File: src/rtl/imem_loader_pkg.sv
// rtl/imem_loader_pkg.sv - loader FSM states, frame layout constants and helpers
package loader_pkg;

  localparam int LEN_BYTES      = 2;
  localparam int BYTES_PER_WORD = 4;

  // Frame fields in wire order: length (LE), payload words (LE), XOR checksum.
  typedef enum logic [1:0] {
    FLD_LEN_LO,
    FLD_LEN_HI,
    FLD_PAYLOAD,
    FLD_CSUM
  } field_t;

  typedef enum logic [2:0] {
    ST_IDLE,
    ST_LEN_LO,
    ST_LEN_HI,
    ST_DATA,
    ST_CSUM,
    ST_DONE,
    ST_ERROR
  } state_t;

  function automatic logic is_busy(state_t s);
    return (s == ST_LEN_LO) || (s == ST_LEN_HI) || (s == ST_DATA) || (s == ST_CSUM);
  endfunction

endpackage

File: src/rtl/imem_loader_if.sv
// rtl/imem_loader_if.sv - byte receive link plus imem write port
interface imem_loader_if #(
  parameter int ADDR_WIDTH = 8,
  parameter int WORD_WIDTH = 32
);
  logic                  rx_valid;
  logic [7:0]            rx_data;
  logic                  rx_ready;
  logic                  imem_we;
  logic [ADDR_WIDTH-1:0] imem_waddr;
  logic [WORD_WIDTH-1:0] imem_wdata;

  modport master (
    input  rx_valid,
    input  rx_data,
    output rx_ready,
    output imem_we,
    output imem_waddr,
    output imem_wdata
  );

  modport slave (
    output rx_valid,
    output rx_data,
    input  rx_ready,
    input  imem_we,
    input  imem_waddr,
    input  imem_wdata
  );
endinterface

File: src/rtl/imem_loader_byte_assembler.sv
// rtl/imem_loader_byte_assembler.sv - little-endian byte-to-word packer with one-cycle word pulse
module byte_assembler
  import loader_pkg::*;
(
  input  logic                        clk,
  input  logic                        reset,
  input  logic                        clear,
  input  logic                        byte_valid,
  input  logic [7:0]                  byte_data,
  output logic                        last_byte,
  output logic                        word_valid,
  output logic [BYTES_PER_WORD*8-1:0] word_data
);
  localparam int CNT_W = $clog2(BYTES_PER_WORD);
  localparam int LOW_W = (BYTES_PER_WORD - 1) * 8;

  logic [CNT_W-1:0] byte_cnt;
  logic [LOW_W-1:0] low_bytes;

  assign last_byte = (byte_cnt == CNT_W'(BYTES_PER_WORD - 1));

  always_ff @(posedge clk or posedge reset) begin
    if (reset) begin
      byte_cnt   <= '0;
      low_bytes  <= '0;
      word_valid <= 1'b0;
      word_data  <= '0;
    end else begin
      word_valid <= 1'b0;
      if (clear) begin
        byte_cnt <= '0;
      end else if (byte_valid) begin
        // Right shift so the first byte ends up in the least significant lane.
        low_bytes <= {byte_data, low_bytes[LOW_W-1:8]};
        byte_cnt  <= byte_cnt + 1'b1;
        if (last_byte) begin
          word_valid <= 1'b1;
          word_data  <= {byte_data, low_bytes};
        end
      end
    end
  end
endmodule

File: src/rtl/imem_loader.sv
// rtl/imem_loader.sv - boot loader writing a checksummed byte frame into imem, gating cpu_reset
module imem_loader
  import loader_pkg::*;
#(
  parameter int ADDR_WIDTH = 8,
  parameter int WORD_WIDTH = 32
)
(
  input  logic          clk,
  input  logic          reset,
  input  logic          start,
  imem_loader_if.master link,
  output logic          cpu_reset,
  output logic          busy,
  output logic          done,
  output logic          error
);
  localparam int LEN_W = LEN_BYTES * 8;
  localparam logic [LEN_W:0] MAX_WORDS = (LEN_W + 1)'(1) << ADDR_WIDTH;

  state_t                state, state_nx;
  logic [LEN_W-1:0]      len;
  logic [LEN_W-1:0]      word_cnt;
  logic [7:0]            xor_acc;
  logic [ADDR_WIDTH-1:0] waddr_q;
  logic [LEN_W-1:0]      len_full;
  logic                  fire, load_start, len_bad, last_word, data_byte;
  logic                  asm_last, asm_valid;
  logic [BYTES_PER_WORD*8-1:0] asm_word;

  assign link.rx_ready = is_busy(state);
  assign fire          = link.rx_valid && link.rx_ready;
  assign load_start    = start && !is_busy(state);
  assign data_byte     = fire && (state == ST_DATA);
  assign len_full      = {link.rx_data, len[7:0]};
  assign len_bad       = (len_full == '0) || ({1'b0, len_full} > MAX_WORDS);
  assign last_word     = ((word_cnt + LEN_W'(1)) == len);

  byte_assembler u_asm (
    .clk        (clk),
    .reset      (reset),
    .clear      (load_start),
    .byte_valid (data_byte),
    .byte_data  (link.rx_data),
    .last_byte  (asm_last),
    .word_valid (asm_valid),
    .word_data  (asm_word)
  );

  assign link.imem_we    = asm_valid;
  assign link.imem_waddr = waddr_q;
  assign link.imem_wdata = WORD_WIDTH'(asm_word);

  always_ff @(posedge clk or posedge reset) begin
    if (reset) state <= ST_IDLE;
    else       state <= state_nx;
  end

  always_comb begin
    state_nx = state;
    unique case (state)
      ST_IDLE:   if (load_start) state_nx = ST_LEN_LO;
      ST_LEN_LO: if (fire) state_nx = ST_LEN_HI;
      ST_LEN_HI: if (fire) state_nx = len_bad ? ST_ERROR : ST_DATA;
      ST_DATA:   if (fire && asm_last && last_word) state_nx = ST_CSUM;
      ST_CSUM:   if (fire) state_nx = (link.rx_data == xor_acc) ? ST_DONE : ST_ERROR;
      ST_DONE,
      ST_ERROR:  if (load_start) state_nx = ST_LEN_LO;
      default:   state_nx = ST_IDLE;
    endcase
  end

  // Status flags follow the next state so they line up with the state register.
  always_ff @(posedge clk or posedge reset) begin
    if (reset) begin
      len       <= '0;
      word_cnt  <= '0;
      xor_acc   <= '0;
      waddr_q   <= '0;
      cpu_reset <= 1'b1;
      busy      <= 1'b0;
      done      <= 1'b0;
      error     <= 1'b0;
    end else begin
      busy      <= is_busy(state_nx);
      done      <= (state_nx == ST_DONE);
      error     <= (state_nx == ST_ERROR);
      cpu_reset <= (state_nx != ST_DONE);
      if (load_start) begin
        len      <= '0;
        word_cnt <= '0;
        xor_acc  <= '0;
      end else if (fire) begin
        if (state != ST_CSUM) xor_acc <= xor_acc ^ link.rx_data;
        if (state == ST_LEN_LO) len[7:0]  <= link.rx_data;
        if (state == ST_LEN_HI) len[15:8] <= link.rx_data;
        if (data_byte && asm_last) begin
          word_cnt <= word_cnt + LEN_W'(1);
          waddr_q  <= word_cnt[ADDR_WIDTH-1:0];
        end
      end
    end
  end
endmodule
File: src/flat_wrapper.sv
// flat-port wrapper written by rule: the top's interface ports become plain ports
module imem_loader_flat import loader_pkg::*;
#(
  parameter int ADDR_WIDTH = 8,
  parameter int WORD_WIDTH = 32
)
  (clk, reset, start, cpu_reset, busy, done, error, link_rx_valid, link_rx_data, link_rx_ready, link_imem_we, link_imem_waddr, link_imem_wdata);
  imem_loader_if #(.ADDR_WIDTH(ADDR_WIDTH), .WORD_WIDTH(WORD_WIDTH)) link_i ();
  input  logic clk;
  input  logic reset;
  input  logic start;
  output logic cpu_reset;
  output logic busy;
  output logic done;
  output logic error;
  input wire logic [$bits(link_i.rx_valid)-1:0] link_rx_valid;
  input wire logic [$bits(link_i.rx_data)-1:0] link_rx_data;
  output wire logic [$bits(link_i.rx_ready)-1:0] link_rx_ready;
  output wire logic [$bits(link_i.imem_we)-1:0] link_imem_we;
  output wire logic [$bits(link_i.imem_waddr)-1:0] link_imem_waddr;
  output wire logic [$bits(link_i.imem_wdata)-1:0] link_imem_wdata;
  assign link_i.rx_valid = link_rx_valid;
  assign link_i.rx_data = link_rx_data;
  assign link_rx_ready = link_i.rx_ready;
  assign link_imem_we = link_i.imem_we;
  assign link_imem_waddr = link_i.imem_waddr;
  assign link_imem_wdata = link_i.imem_wdata;
  imem_loader #(.ADDR_WIDTH(ADDR_WIDTH), .WORD_WIDTH(WORD_WIDTH)) u_core (.clk(clk), .reset(reset), .start(start), .link(link_i), .cpu_reset(cpu_reset), .busy(busy), .done(done), .error(error));
endmodule
File: config.mk
export PLATFORM = sky130hd
export DESIGN_NAME = imem_loader_flat
export DESIGN_NICKNAME = d
export VERILOG_FILES = /design/src/rtl/imem_loader_pkg.sv /design/src/rtl/imem_loader_if.sv /design/src/rtl/imem_loader_byte_assembler.sv /design/src/rtl/imem_loader.sv /design/src/flat_wrapper.sv
export SDC_FILE = /design/constraint.sdc
export NUM_CORES = 1
export LEC_CHECK = 0
export CAP_MARGIN = 20
export CORE_ASPECT_RATIO = 2
export CORE_MARGIN = 5
export CORE_UTILIZATION = 50
export CTS_BUF_LIST = sky130_fd_sc_hd__clkbuf_8
export DETAILED_ROUTE_END_ITERATION = 16
export GPL_TIMING_DRIVEN = 0
export HOLD_SLACK_MARGIN = 0.08
export MAX_ROUTING_LAYER = met4
export PLACE_DENSITY_LB_ADDON = 0.15
export SLEW_MARGIN = 20
export SYNTH_ARGS = -nofsm -noshare
export SYNTH_HDL_FRONTEND = slang
export SYNTH_SLANG_ARGS = --single-unit
export TNS_END_PERCENT = 50
File: constraint.sdc
create_clock -name clk -period 5 [get_ports clk]
set_clock_uncertainty 0.1 [all_clocks]
set_input_delay 0.5 -clock clk [delete_from_list [all_inputs] [get_ports clk]]
set_output_delay 0.5 -clock clk [all_outputs]
set_load 0.02 [all_outputs]
==> impl_results.md <==
* Nets at 724
* CTS H-tree depth at 4
* Met2 wire len at 7800 um
* Top Layer Used: met4
* Fraction of power spent switching nets at 0.361
* Synth cell count leaders: nand2_1, dfrtp_1, o21ai_0
* Clk pin slew, worst setup/hold paths at 70 ps
* Reg-to-reg critical path startpoint: u_core.word_cnt[0]
* Slew margin rel. at 0.509
* Internal Power at 1.98 mW
* Pre-Repair DR Iteration Count at 4
* Final Hold Vio Count at 0
* HP Class: input pin to async pin
* First-pass GRT wire length at 23400 um
* Crit path time final at 3130 ps
* Root Driver: clkbuf_8
* Fmax at 320 MHz
* Hpwl dp at 10600 um
* Vias at 4615
* Initial DRC Count at 243
* Kind of critical path: register to register
* Yosys reg bits at 114
* Core box area at 0.0108 mm2
* Hold WS at 335 ps
* Fin crit share at 0.626
* Max-cap viol count at 0
* Crit path from: u_core.word_cnt[0]
* Most common cell in the netlist: nand2_1
* Worst slew pin tran at 732 ps
* Synth area leaders: dfrtp_1, nand2_1, o21ai_0
* Clock latency at the later pin of the worst-skew pair at 430 ps
* Netlist Area Pre-Place at 0.00546 mm2
* # DRC at 0
* PD cells at 473 mW/mm2
* Gate power share at 0.293
* ANT cells at 0
* Number of synthesized flops with an enable pin at 0
* Fraction of layout cells with a size suffix above 1 at 0.0761
* CTS tree: built
* DR vias/cell at 5.35
* Routed wire per std cell at 16.3 um
* Sw Pwr at 1.12 mW
* Register area share after synthesis at 0.523
* Routability cong. at 0.946
* Die X at 83.9 um
* Maximum vdd drop at 337 uV
* Dominant synthesized flop cell: dfrtp_1
* Syn Area/Cell at 8.51 um2
* Leak at 3.10 nW
* YS warnings at 0
* Post-CTS Repair Setup Buffers at 0
* Yosys cell types at 57
* Crit path DAT at 3380 ps
* Die area at 0.0132 mm2
* Final Max Tran Viols at 0
* Hold Buf Count CTS at 0
* Synthesized Nets at 655
* Clk sinks at 114
* Status: finished, final reports clean
* Clock share of power at 0.276
* Num CTS Buffers at 17
* Async set or reset register ratio after synthesis at 1.00
* Cell taking the most area after synthesis: dfrtp_1
* Pin count of the biggest net entering global routing at 79
* Gr usage total at 0.234
* Port bufs at 49
* Post-CTS sizing at 0
* Worst-path maximum fanout at 7
* Fill cells at 968
* Initial core utilization at 0.505
* Antenna violations before repair at 0
* Power Total at 3.10 mW
* Maximum root-to-sink buffer count at 2
* Layout area overhead at 20.2%
* Metal3 WL at 536 um
* Total grt overflow at 0
* Row cnt at 54
* CP Capture Type: register
* CP Data Required Time at 5250 ps
* Post-Syn Instances at 641
* Final Util at 0.607
* Sequential share of power at 0.431
* I/O pins at 58
* Setup-failing EPs final at 0
* Die Y at 158 um
* Crit path launch type: register
* RSZ-0062 raised after global routing: no
* Synth top area share at 0.518
* Vias in the first global route at 4666
* Routed WL at 14000 um
* Antenna viol nets, final at 0
* Metal-1 WL at 5150 um
layer usage:
| metal | up-vias | global-route usage |
|---|---|---|
| met4 | 0 | 0.124 |
| met5 | - | - |
| met2 | 131 | 0.426 |
| met1 | 2204 | 0.236 |
| li1 | 2249 | - |
| met3 | 31 | 0.0448 |
registers in the layout, summed over array words and instances (netlist names):
name	count
u_core.busy	1
u_core.cpu_reset	1
u_core.done	1
u_core.error	1
u_core.len	16
u_core.link.imem_waddr	8
u_core.state	3
u_core.u_asm.byte_cnt	2
u_core.u_asm.low_bytes	24
u_core.u_asm.word_data	32
u_core.u_asm.word_valid	1
u_core.word_cnt	16
u_core.xor_acc	8
layout by cell type (no fill, tap or decap), drive strengths merged, types with 4 or more instances in the layout:
cell             n
xnor2           23
and3             6
nor3             9
nand3           17
buf              9
or4              4
clkinv           5
a21oi           21
xor2             7
nand2          272
clkinvlp         4
nand4            9
dfrtp          113
clkdlybuf4s50   49
nor2            13
inv              8
nor4             4
clkbuf          51
o21ai           46
o31ai            4
critical path: stages, from the launching register on:
cell,delay [ps]
dfrtp_1,510
ha_1,320
nand3_1,290
nor4_4,450
o221ai_1,200
or4_4,450
or4_4,530
a21bo_1,220
stage by stage:
step	setup WS (ps)	TNS [ps]	instances	area (um2)
after CTS	1870	0	863	6560
final	1870	0	863	6560
after global placement	-129	-13500	830	6120
after floorplan	1390	0	641	5460
after global routing	1680	0	863	6560
after detailed placement	1530	0	831	6150
final cells by class:
cell class,count,area (um2),area share
clock inverter,14,156,0.0238
timing repair buffer,50,518,0.0790
sequential,114,2850,0.435
multi-input combinational,481,2420,0.369
inverter,5,23.8,0.00362
buffer,41,161,0.0246
tap,140,175,0.0267
clock buffer,18,248,0.0378
path summary, 6_finish.rpt:
| kind | cells after the start | endpoint | slack [ps] |
|---|---|---|---|
| min | 2 | u_core.u_asm.word_data[13] | 340 |
| min in group clk | 2 | u_core.u_asm.word_data[1] | 370 |
| max | 7 | u_core.cpu_reset | 1870 |
| min reg2reg | 2 | u_core.u_asm.word_data[1] | 370 |
| max reg2reg | 7 | u_core.cpu_reset | 1870 |
| max in group asynchronous | 3 | u_core.cpu_reset | 3720 |
cells by family after synthesis:
group                    count (synthesis)  share of synthesized area
XOR/XNOR                                30                     0.0482
flip-flops                             114                      0.523
AND/OR/NAND/NOR                        353                      0.285
adder cells (fa/ha/maj)                  2                    0.00459
buffers and inverters                   46                     0.0330
AO/OA/AOI/OAI                           93                     0.0998
multiplexers                             3                    0.00596
power by group through the flow:
stage	Combinational [mW]	Sequential [mW]	Clock, mW
6_report	0.911	1.34	0.855
5_1_grt	1.02	1.37	0.925
4_1_cts	0.920	1.34	0.876
3_5_place_dp	0.911	1.35	0
3_3_place_gp	0.884	1.34	0
2_1_floorplan	0.636	1.32	0
(Power assumes the default switching activity.)
